**config.mk**
```make
export PLATFORM = sky130hd
export DESIGN_NAME = muldiv_seq_flat
export DESIGN_NICKNAME = d
export VERILOG_FILES = /design/src/rtl/muldiv_pkg.sv /design/src/rtl/muldiv_if.sv /design/src/rtl/muldiv_step.sv /design/src/rtl/muldiv_seq.sv /design/src/flat_wrapper.sv
export SDC_FILE = /design/constraint.sdc
export NUM_CORES = 1
export LEC_CHECK = 0
export BUFFER_PORTS_ARGS = -buffer_cell sky130_fd_sc_hd__buf_2
export CAP_MARGIN = 20
export CORE_MARGIN = 2
export CORE_UTILIZATION = 40
export CTS_BUF_LIST = sky130_fd_sc_hd__clkbuf_4 sky130_fd_sc_hd__clkbuf_8 sky130_fd_sc_hd__clkbuf_16
export DETAILED_ROUTE_END_ITERATION = 16
export GPL_TIMING_DRIVEN = 0
export PLACE_DENSITY_LB_ADDON = 0.3
export SYNTH_ARGS = -nofsm -noshare
export SYNTH_HDL_FRONTEND = slang
export SYNTH_HIERARCHICAL = 1
export SYNTH_SLANG_ARGS = --single-unit
```
**constraint.sdc**
```tcl
create_clock -name clk -period 3.4 [get_ports clk]
set_input_delay 0.51 -clock clk [delete_from_list [all_inputs] [get_ports clk]]
set_output_delay 0.51 -clock clk [all_outputs]
set_load 0.03 [all_outputs]
```
**src/rtl/muldiv_pkg.sv**
```systemverilog
// Purpose: shared types and constants for the sequential multiply/divide unit.
// Contents: operand width, default iteration count, op encoding, FSM states,
//           small sign helpers used by the top level.
package muldiv_pkg;

  localparam int unsigned XLEN         = 32;
  localparam int unsigned ITER_DEFAULT = 32;

  typedef enum logic [1:0] {
    OP_MULT  = 2'd0,
    OP_MULTU = 2'd1,
    OP_DIV   = 2'd2,
    OP_DIVU  = 2'd3
  } op_e;

  typedef enum logic [1:0] {
    S_IDLE = 2'd0,
    S_CALC = 2'd1,
    S_FIX  = 2'd2
  } state_e;

  // Divides have op[1] set; signed variants have op[0] clear.
  function automatic logic is_div(input op_e op);
    return op[1];
  endfunction

  function automatic logic is_signed_op(input op_e op);
    return ~op[0];
  endfunction

  function automatic logic [XLEN-1:0] neg_if(input logic neg, input logic [XLEN-1:0] v);
    return neg ? XLEN'(-v) : v;
  endfunction

endpackage

```
**src/rtl/muldiv_if.sv**
```systemverilog
// Purpose: EX-stage <-> multiply/divide unit bundle.
// master: issue side (start/op/op_a/op_b/flush/rd_req/rd_sel out; results in).
// slave : the unit (requests in; rd_data/busy/stall/done/hi/lo out).
interface muldiv_if;
  import muldiv_pkg::*;

  logic            start;
  op_e             op;
  logic [XLEN-1:0] op_a;
  logic [XLEN-1:0] op_b;
  logic            flush;
  logic            rd_req;
  logic            rd_sel;
  logic [XLEN-1:0] rd_data;
  logic            busy;
  logic            stall;
  logic            done;
  logic [XLEN-1:0] hi;
  logic [XLEN-1:0] lo;

  modport master (
    output start, op, op_a, op_b, flush, rd_req, rd_sel,
    input  rd_data, busy, stall, done, hi, lo
  );

  modport slave (
    input  start, op, op_a, op_b, flush, rd_req, rd_sel,
    output rd_data, busy, stall, done, hi, lo
  );

endinterface

```
**src/rtl/muldiv_step.sv**
```systemverilog
// Purpose: one combinational iteration of the multiply/divide datapath.
// Ports: is_div   - 1 selects restoring divide step, 0 shift-add multiply step
//        acc      - 64-bit accumulator {upper, lower}
//        opnd     - multiplicand (multiply) or divisor (divide)
//        acc_next - accumulator after this step
module muldiv_step
  import muldiv_pkg::*;
(
  input  logic              is_div,
  input  logic [2*XLEN-1:0] acc,
  input  logic [XLEN-1:0]   opnd,
  output logic [2*XLEN-1:0] acc_next
);

  logic [XLEN:0]   sum;
  logic [XLEN:0]   rem_sh;
  logic            ge;
  logic [XLEN-1:0] diff;

  always_comb begin
    // Multiply: add multiplicand to upper half when the LSB is set, then shift right.
    sum    = {1'b0, acc[2*XLEN-1:XLEN]} + (acc[0] ? {1'b0, opnd} : (XLEN+1)'(0));
    // Divide: partial remainder shifted left with the next dividend bit.
    rem_sh = acc[2*XLEN-1:XLEN-1];
    ge     = rem_sh >= {1'b0, opnd};
    // When ge holds the true difference is below opnd, so 32 bits are enough.
    diff   = rem_sh[XLEN-1:0] - opnd;

    if (is_div) begin
      acc_next = ge ? {diff, acc[XLEN-2:0], 1'b1} : {acc[2*XLEN-2:0], 1'b0};
    end else begin
      acc_next = {sum, acc[XLEN-1:1]};
    end
  end

endmodule

```
**src/rtl/muldiv_seq.sv**
```systemverilog
// Purpose: iterative MULT/MULTU/DIV/DIVU unit owning the HI/LO registers.
// Ports: clk  - clock, rising edge
//        rst  - synchronous active-high reset
//        bus  - muldiv_if.slave: start/op/op_a/op_b issue, flush abort,
//               rd_req/rd_sel/rd_data HI/LO read, busy/stall/done status, hi/lo.
// An accepted op spends ITER cycles in CALC and one in FIX; done pulses the
// cycle after FIX, when hi/lo hold the new result.
module muldiv_seq
  import muldiv_pkg::*;
#(
  parameter int unsigned ITER = ITER_DEFAULT
) (
  input logic       clk,
  input logic       rst,
  muldiv_if.slave   bus
);

  localparam int unsigned CNT_W = (ITER > 1) ? $clog2(ITER) : 1;
  localparam logic [CNT_W-1:0] CNT_LAST = CNT_W'(ITER - 1);

  state_e            state;
  state_e            state_nxt;
  logic [CNT_W-1:0]  cnt;
  logic [2*XLEN-1:0] acc;
  logic [2*XLEN-1:0] acc_nxt;
  logic [XLEN-1:0]   opnd;
  op_e               op_q;
  logic              res_neg;
  logic              rem_neg;
  logic [XLEN-1:0]   hi_q;
  logic [XLEN-1:0]   lo_q;
  logic              done_q;
  logic              busy;
  logic              accept;

  logic              sgn;
  logic              a_neg;
  logic              b_neg;
  logic [XLEN-1:0]   a_abs;
  logic [XLEN-1:0]   b_abs;

  // Operand magnitudes and signs for the incoming request.
  always_comb begin
    sgn   = is_signed_op(bus.op);
    a_neg = sgn & bus.op_a[XLEN-1];
    b_neg = sgn & bus.op_b[XLEN-1];
    a_abs = neg_if(a_neg, bus.op_a);
    b_abs = neg_if(b_neg, bus.op_b);
  end

  // Next state, accept and stall.
  always_comb begin
    state_nxt = state;
    accept    = 1'b0;
    unique case (state)
      S_IDLE: begin
        if (bus.start && !bus.flush) begin
          accept    = 1'b1;
          state_nxt = S_CALC;
        end
      end
      S_CALC: begin
        if (bus.flush)            state_nxt = S_IDLE;
        else if (cnt == CNT_LAST) state_nxt = S_FIX;
      end
      S_FIX:   state_nxt = S_IDLE;
      default: state_nxt = S_IDLE;
    endcase
  end

  assign busy        = (state == S_CALC) || (state == S_FIX);
  assign bus.busy    = busy;
  assign bus.stall   = busy & (bus.start | bus.rd_req);
  assign bus.done    = done_q;
  assign bus.hi      = hi_q;
  assign bus.lo      = lo_q;
  assign bus.rd_data = bus.rd_sel ? hi_q : lo_q;

  muldiv_step u_step (
    .is_div   (is_div(op_q)),
    .acc      (acc),
    .opnd     (opnd),
    .acc_next (acc_nxt)
  );

  // All architectural and working registers.
  always_ff @(posedge clk) begin
    if (rst) begin
      state   <= S_IDLE;
      cnt     <= '0;
      acc     <= '0;
      opnd    <= '0;
      op_q    <= OP_MULT;
      res_neg <= 1'b0;
      rem_neg <= 1'b0;
      hi_q    <= '0;
      lo_q    <= '0;
      done_q  <= 1'b0;
    end else begin
      state  <= state_nxt;
      done_q <= 1'b0;
      unique case (state)
        S_IDLE: begin
          if (accept) begin
            op_q <= bus.op;
            cnt  <= '0;
            if (is_div(bus.op)) begin
              acc     <= {XLEN'(0), a_abs};
              opnd    <= b_abs;
              // Divide by zero keeps the all-ones quotient unsigned.
              res_neg <= (a_neg ^ b_neg) & (bus.op_b != '0);
              rem_neg <= a_neg;
            end else begin
              acc     <= {XLEN'(0), b_abs};
              opnd    <= a_abs;
              res_neg <= a_neg ^ b_neg;
              rem_neg <= 1'b0;
            end
          end
        end
        S_CALC: begin
          if (!bus.flush) begin
            acc <= acc_nxt;
            cnt <= (cnt == CNT_LAST) ? '0 : CNT_W'(cnt + 1'b1);
          end
        end
        S_FIX: begin
          if (!bus.flush) begin
            done_q <= 1'b1;
            if (is_div(op_q)) begin
              lo_q <= neg_if(res_neg, acc[XLEN-1:0]);
              hi_q <= neg_if(rem_neg, acc[2*XLEN-1:XLEN]);
            end else begin
              {hi_q, lo_q} <= res_neg ? (2*XLEN)'(-acc) : acc;
            end
          end
        end
        default: ;
      endcase
    end
  end

endmodule

```
**src/flat_wrapper.sv**
```systemverilog
// flat-port wrapper written by rule: the top's interface ports become plain ports
module muldiv_seq_flat import muldiv_pkg::*;
#(
  parameter int unsigned ITER = ITER_DEFAULT
)
  (clk, rst, bus_start, bus_op, bus_op_a, bus_op_b, bus_flush, bus_rd_req, bus_rd_sel, bus_rd_data, bus_busy, bus_stall, bus_done, bus_hi, bus_lo);
  muldiv_if bus_i ();
  input logic clk;
  input logic rst;
  input wire logic [$bits(bus_i.start)-1:0] bus_start;
  input wire logic [$bits(bus_i.op)-1:0] bus_op;
  input wire logic [$bits(bus_i.op_a)-1:0] bus_op_a;
  input wire logic [$bits(bus_i.op_b)-1:0] bus_op_b;
  input wire logic [$bits(bus_i.flush)-1:0] bus_flush;
  input wire logic [$bits(bus_i.rd_req)-1:0] bus_rd_req;
  input wire logic [$bits(bus_i.rd_sel)-1:0] bus_rd_sel;
  output wire logic [$bits(bus_i.rd_data)-1:0] bus_rd_data;
  output wire logic [$bits(bus_i.busy)-1:0] bus_busy;
  output wire logic [$bits(bus_i.stall)-1:0] bus_stall;
  output wire logic [$bits(bus_i.done)-1:0] bus_done;
  output wire logic [$bits(bus_i.hi)-1:0] bus_hi;
  output wire logic [$bits(bus_i.lo)-1:0] bus_lo;
  assign bus_i.start = bus_start;
  assign bus_i.op = bus_op;
  assign bus_i.op_a = bus_op_a;
  assign bus_i.op_b = bus_op_b;
  assign bus_i.flush = bus_flush;
  assign bus_i.rd_req = bus_rd_req;
  assign bus_i.rd_sel = bus_rd_sel;
  assign bus_rd_data = bus_i.rd_data;
  assign bus_busy = bus_i.busy;
  assign bus_stall = bus_i.stall;
  assign bus_done = bus_i.done;
  assign bus_hi = bus_i.hi;
  assign bus_lo = bus_i.lo;
  muldiv_seq #(.ITER(ITER)) u_core (.clk(clk), .rst(rst), .bus(bus_i));
endmodule
```
==> results of run 1 <==
==> cell usage in the layout, fill, tap and decap left out, types with 40 or more instances in the layout <==
cell / instances
a211oi_1: 60
a21oi_1: 159
and2_1: 40
buf_2: 169
clkbuf_1: 98
dfxtp_1: 150
ha_1: 65
inv_1: 77
mux2_2: 65
mux2i_1: 40
nand2_1: 220
nand3_1: 80
nor2_1: 182
o21ai_0: 91
xnor2_1: 83
xor2_1: 77
==> per-layer routing <==
| layer | track usage | up-vias |
|---|---|---|
| met3 | 0.0470 | 135 |
| li1 | - | 7986 |
| met5 | 0 | - |
| met4 | 0.118 | 4 |
| met2 | 0.511 | 870 |
| met1 | 0.430 | 8241 |
==> power groups by stage <==
stage	Clock, µW	Sequential (µW)	Combinational (µW)
after floorplan	0	2180	1130
after global placement	0	2250	1640
after detailed placement	0	2250	1650
after CTS	2020	2210	1680
after global routing	2090	2220	1860
final	2000	2210	1750
==> metrics by stage <==
| stage | std cells | utilization | power (µW) |
|---|---|---|---|
| 2_1_floorplan | 2077 | - | 3300 |
| 3_3_place_gp | 2759 | 0.441 | 3890 |
| 3_5_place_dp | 2759 | 0.441 | 3910 |
| 4_1_cts | 2791 | 0.458 | 5900 |
| 5_1_grt | 2796 | 0.464 | 6170 |
| 6_report | 2796 | 0.464 | 5970 |
==> path summary, 6_finish.rpt <==
| path | depth (start not counted) | end | slack [ps] |
|---|---|---|---|
| min reg2reg | 2 | u_core/bus.hi[1]$_SDFFE_PP0P_ | 460 |
| max | 14 | u_core/acc[63]$_SDFFE_PP0P_ | 80 |
| min | 3 | u_core/opnd[25]$_SDFFE_PP0P_ | 410 |
| max reg2reg | 14 | u_core/acc[63]$_SDFFE_PP0P_ | 80 |
==> cells by family (layout without fill, tap and decap cells) <==
group / after synthesis / count (layout) / synth area share
XOR/XNOR: 160 / 160 / 0.0901
multiplexers: 108 / 108 / 0.0750
buffers and inverters: 215 / 416 / 0.0556
adder cells (fa/ha/maj): 75 / 75 / 0.0613
flip-flops: 171 / 171 / 0.220
AND/OR/NAND/NOR: 778 / 778 / 0.255
AO/OA/AOI/OAI: 570 / 570 / 0.243
==> layout make-up <==
type	instances	area, µm²
tap	518	648
multi-input combinational	1691	11400
sequential	171	3450
buffer	132	572
inverter	78	293
clock buffer	20	460
timing repair buffer	174	896
fill	4007	20700
clock inverter	12	126
==> sequential cells by signal (all words and copies together) (netlist names) <==
| register | count |
|---|---|
| u_core/bus.done | 1 |
| u_core/opnd | 32 |
| u_core/rem_neg | 1 |
| u_core/res_neg | 1 |
| u_core/bus.hi | 32 |
| u_core/state | 2 |
| u_core/acc | 64 |
| u_core/op_q | 1 |
| u_core/cnt | 5 |
| u_core/bus.lo | 32 |
==> worst max-delay path, cell delays in order (launching register included) <==
cell	delay, ps
dfxtp_1	410
inv_1	70
ha_2	400
and4_1	230
o21ai_2	100
a311oi_4	390
buf_4	250
o21ai_0	130
nand2_1	200
a31oi_1	130
o21a_1	200
xor2_1	170
a31oi_2	280
nand3_1	110
a21oi_1	170
==> repair_timing <==
| item | 4_1_cts | 5_1_grt |
|---|---|---|
| endpoints found under the setup margin | 33 | 33 |
| pin swaps | 2 | 12 |
| setup buffers | 2 | 8 |
| gates resized for setup | 20 | 52 |
| hold endpoints to repair | 0 | 0 |
==> results.yml, run 1 <==
run_status:
  outcome: "finished clean"
yosys:
  synth_area_leaders: "dfxtp_1, ha_1, nand2_1"
  syn_inst: 2077
  synth_top_area_share: 0.220
  ys_seq_area_frac: 0.220
  synth_top_cells_by_count: "nand2_1, nor2_1, dfxtp_1"
  synth_area_um2: 15600
  ys_types: 92
  ys_async_sr_fraction: 0
  synth_seq_cells: 171
  synth_edf_count: 0
  yosysTopAreaCell: "dfxtp_1"
  syn-num-nets: 2224
  synthMostInstantiatedCell: "nand2_1"
  yosys_warnings: 6
  avgSynthCellArea_um2: 7.49
  synthFlopType: "dfxtp_1"
global_routing:
  antenna_found_initial: 2
  track_usage: 0.317
  grt_max_degree: 17
  grt_pass1_wl_um: 99400
  grt_overflow: 0
  grt_pass1_vias: 16140
power_and_ir_drop:
  internal-power_uw: 3760
  seq_power_share: 0.371
  peakVddDrop_uv: 279
  powerDensity_nw_per_um2: 334
  power_switching_uw: 2210
  swShare: 0.370
  p_clk_frac: 0.336
  total_leakage_power_uw: 0.00706
  combPwrFrac: 0.294
sta:
  period_needed_ps: 3320
  max_slew_margin: 0.238
  setup_violations: 0
  hold_ws_ps: 412
  skew_ps: 12.3
  post-route-worst-setup-slack_ps: 84.4
  tns_ps: 0
  hold_violations: 0
  fmax_mhz: 302
  tightest_slew_ps: 1140
  fin_crit_sh: 0.975
  drv_slew: 0
setup_path:
  crit_arrival_ps: 3680
  start_kind: "flip-flop"
  crit_path_end_kind: "flip-flop"
  rr_startpoint: "u_core/opnd[5]$_SDFFE_PP0P_"
  cp-startpoint: "u_core/opnd[5]$_SDFFE_PP0P_"
  crit_type: "reg -> reg"
  required_ps: 3770
  cp_max_fo: 6
drt:
  post_drt_wl_per_cell_um: 23.7
  num_vias: 17236
  vias_per_cell: 6.16
  wl_met2_um: 29700
  top_layer_used: "met5"
  first_pass_iters: 6
  wirelength_um: 66300
  drc: 0
  routed-wl-met3_um: 5420
  m1WireLength_um: 28800
  ant_nets: 0
  drt_iter0_drc: 1904
floorplan:
  core_um2: 38600
  fp.dieH_um: 201
  pin_count: 171
  placementRows: 72
  die_area_um2: 40500
  die_x_um: 201
  initial_utilization: 0.403
finish:
  layout-drive-gt1-share: 0.169
  fin_nets: 2412
  antenna_cells: 0
  fin_area_um2: 17900
  syn_to_final_growth_pct: 15.0
clock_tree:
  insertion_delay_ps: 440
  htreeDepth: 4
  clkTransAtPathRegs_ps: 70
  cts_buffers: 17
  cts-hold-fix-buffers: 0
  cts-root-buf: "clkbuf_16"
  cts_tree: "built"
  cts_max_path_buffers: 2
  cts_sinks: 171
min_path:
  hold_path_class: "in -> reg"
  min-delay-start: "bus_op_a[25]"
placed_design:
  io_buffers: 164
  pre_cts_slack_ps: -628
  placed_area_um2: 17000
  dp_hpwl_um: 53400
  gp_congestion: 0.958
job:
  max_cap_violations: 0
Note: power is estimated with default switching activity, not from simulation.
==> run 2, diff against run 1 <==
==> constraint.sdc (replaced) <==
create_clock -name clk -period 4.1 [get_ports clk]
set_input_delay 0.615 -clock clk [delete_from_list [all_inputs] [get_ports clk]]
set_output_delay 0.615 -clock clk [all_outputs]
set_load 0.005 [all_outputs]
==> run 2 against run 1 <==
Setup slack better by 160 ps. Non-clock buffer count is 5 lower. Total power decreased by 18%.
==> results.yml, run 2 (synthesis results as in run 1) <==
clock_tree:
  cts-hold-fix-buffers: 0
  post-cts-setup-buffers: 0
  cts_sinks: 171
  clkTransAtPathRegs_ps: 70
  cts_max_path_buffers: 2
  cts_tree: "built"
  cts-resized-gates: 0
  cts_buffers: 17
  insertion_delay_ps: 440
  htreeDepth: 4
  cts-root-buf: "clkbuf_16"
setup_path:
  cp_max_fo: 10
  cp_num_buf_inv: 3
  reg2reg_depth: 13
  required_ps: 4470
  max_stage_delay_ps: 710
  cp_top_family: "simple AND/OR/NAND/NOR gates"
  cp_cell_sequence: "ha_1, clkbuf_1, nand3_1, nor4_2, a31oi_1, nand4_1, and3_1, buf_6, buf_4, o32ai_1, a31oi_1, nand3_1, a21oi_1"
  reg2reg_to: "u_core/acc[63]$_SDFFE_PP0P_"
  rr_startpoint: "u_core/acc[46]$_SDFFE_PP0P_"
  critPathSlowestCell: "dfxtp_1"
  r2r_slack_ps: 240
  crit_arrival_ps: 4230
  start_kind: "flip-flop"
  crit_type: "reg -> reg"
  crit_path_end_kind: "flip-flop"
finish:
  multi_input_area_um2: 11300
  layout-drive-gt1-share: 0.144
  antenna_cells: 0
  syn_to_final_growth_pct: 13.4
  nFillCells: 4018
  fin_area_um2: 17600
  regMostFlops: "u_core/acc"
  largest_reg_flops: 64
  register_area_um2: 3420
  final_common_cell: "nand2_1"
  fin_nets: 2407
  mostFrequentLayoutCells: "nand2_1, nor2_1, dfxtp_1, buf_2, a21oi_1"
floorplan:
  core_um2: 38600
  die_x_um: 201
  placementRows: 72
  die_area_um2: 40500
  pin_count: 171
  initial_utilization: 0.403
  fp.dieH_um: 201
global_routing:
  antenna_found_initial: 2
  track_usage: 0.317
  grt_max_degree: 17
  grt_pass1_wl_um: 99300
  grt_pass1_vias: 16068
  grt_overflow: 0
sta:
  tns_ps: 0
  max_slew_margin: 0.276
  period_needed_ps: 3860
  setup_violations: 0
  rsz0062_at_grt: "false"
  skew_ps: 11.8
  hold_violations: 0
  fin_crit_sh: 0.941
  fmax_mhz: 259
  tightest_slew_ps: 1080
  drv_slew: 0
drt:
  drt_iter0_drc: 1881
  num_vias: 17188
  first_pass_iters: 5
  drc: 0
  vias_per_cell: 6.16
  post_drt_wl_per_cell_um: 23.7
  wirelength_um: 66000
  ant_nets: 0
min_path:
  min-delay-start: "u_core/bus.hi[1]$_SDFFE_PP0P_"
  holdPathEnd: "u_core/bus.hi[1]$_SDFFE_PP0P_"
  hold_path_class: "reg -> reg"
  hold_path_depth: 2
job:
  max_cap_violations: 0
placed_design:
  gp_congestion: 0.958
  io_buffers: 164
  dp_hpwl_um: 53400
  placed_area_um2: 17000
power_and_ir_drop:
  swShare: 0.370
  p_clk_frac: 0.338
  internal-power_uw: 3100
  powerDensity_nw_per_um2: 279
  power_switching_uw: 1820
  peakVddDrop_uv: 235
  total_leakage_power_uw: 0.00698
  seq_power_share: 0.373
  combPwrFrac: 0.288
run_status:
  outcome: "finished clean"
-- run 2: metal layers --
layer | vias up | track usage | part of all wire | routed length [µm]
li1 | 7970 | - | - | -
met1 | 8199 | 0.430 | 0.44 | 28700
met2 | 885 | 0.509 | 0.45 | 29700
met3 | 130 | 0.0486 | 0.082 | 5400
met4 | 4 | 0.113 | 0.033 | 2200
met5 | - | 0 | 0.00032 | 21
-- run 2: power by group through the flow --
stage                     Sequential, µW  Combinational [µW]  Clock (µW)
after floorplan                     1810                 930           0
after global placement              1870                1360           0
after detailed placement            1870                1370           0
after CTS                           1830                1370        1670
after global routing                1840                1510        1740
final                               1840                1420        1660
-- run 2: final cells by class --
cell class	count	share of cell area
multi-input combinational	1691	0.640
sequential	171	0.194
timing repair buffer	164	0.0466
tap	518	0.0368
buffer	137	0.0324
clock buffer	20	0.0261
inverter	78	0.0166
clock inverter	12	0.00717
-- run 2: worst register-to-register path, stage by stage, from the launching register on --
cell and delay [ps]:
dfxtp_1 710, ha_1 230, clkbuf_1 350, nand3_1 260, nor4_2 490, a31oi_1 240, nand4_1 140, and3_1 190
buf_6 200, buf_4 260, o32ai_1 110, a31oi_1 310, nand3_1 130, a21oi_1 170
-- run 2: how the worst max path moves through the flow --
stage	to	cells past startpoint	from
2_1_floorplan	u_core/acc[62]$_SDFFE_PP0P_	13	u_core/acc[0]$_SDFFE_PP0P_
3_3_place_gp	u_core/acc[62]$_SDFFE_PP0P_	13	u_core/acc[0]$_SDFFE_PP0P_
3_5_place_dp	u_core/acc[62]$_SDFFE_PP0P_	13	u_core/acc[0]$_SDFFE_PP0P_
4_1_cts	u_core/acc[62]$_SDFFE_PP0P_	13	u_core/acc[0]$_SDFFE_PP0P_
5_1_grt	u_core/acc[63]$_SDFFE_PP0P_	13	u_core/acc[46]$_SDFFE_PP0P_
6_report	u_core/acc[63]$_SDFFE_PP0P_	13	u_core/acc[46]$_SDFFE_PP0P_
-- run 2: metrics by stage --
| stage | worst slack [ps] | hold WS [ps] | util | total power (µW) | instances |
|---|---|---|---|---|---|
| finish | 242 | 462 | 0.457 | 4920 | 2791 |
| global route | 53.4 | 493 | 0.457 | 5080 | 2791 |
| CTS | 33.0 | 462 | 0.457 | 4880 | 2791 |
| detailed placement | 72.3 | 450 | 0.441 | 3240 | 2759 |
| global placement | 101 | 448 | 0.441 | 3220 | 2759 |
| floorplan | 1080 | 427 | - | 2740 | 2077 |
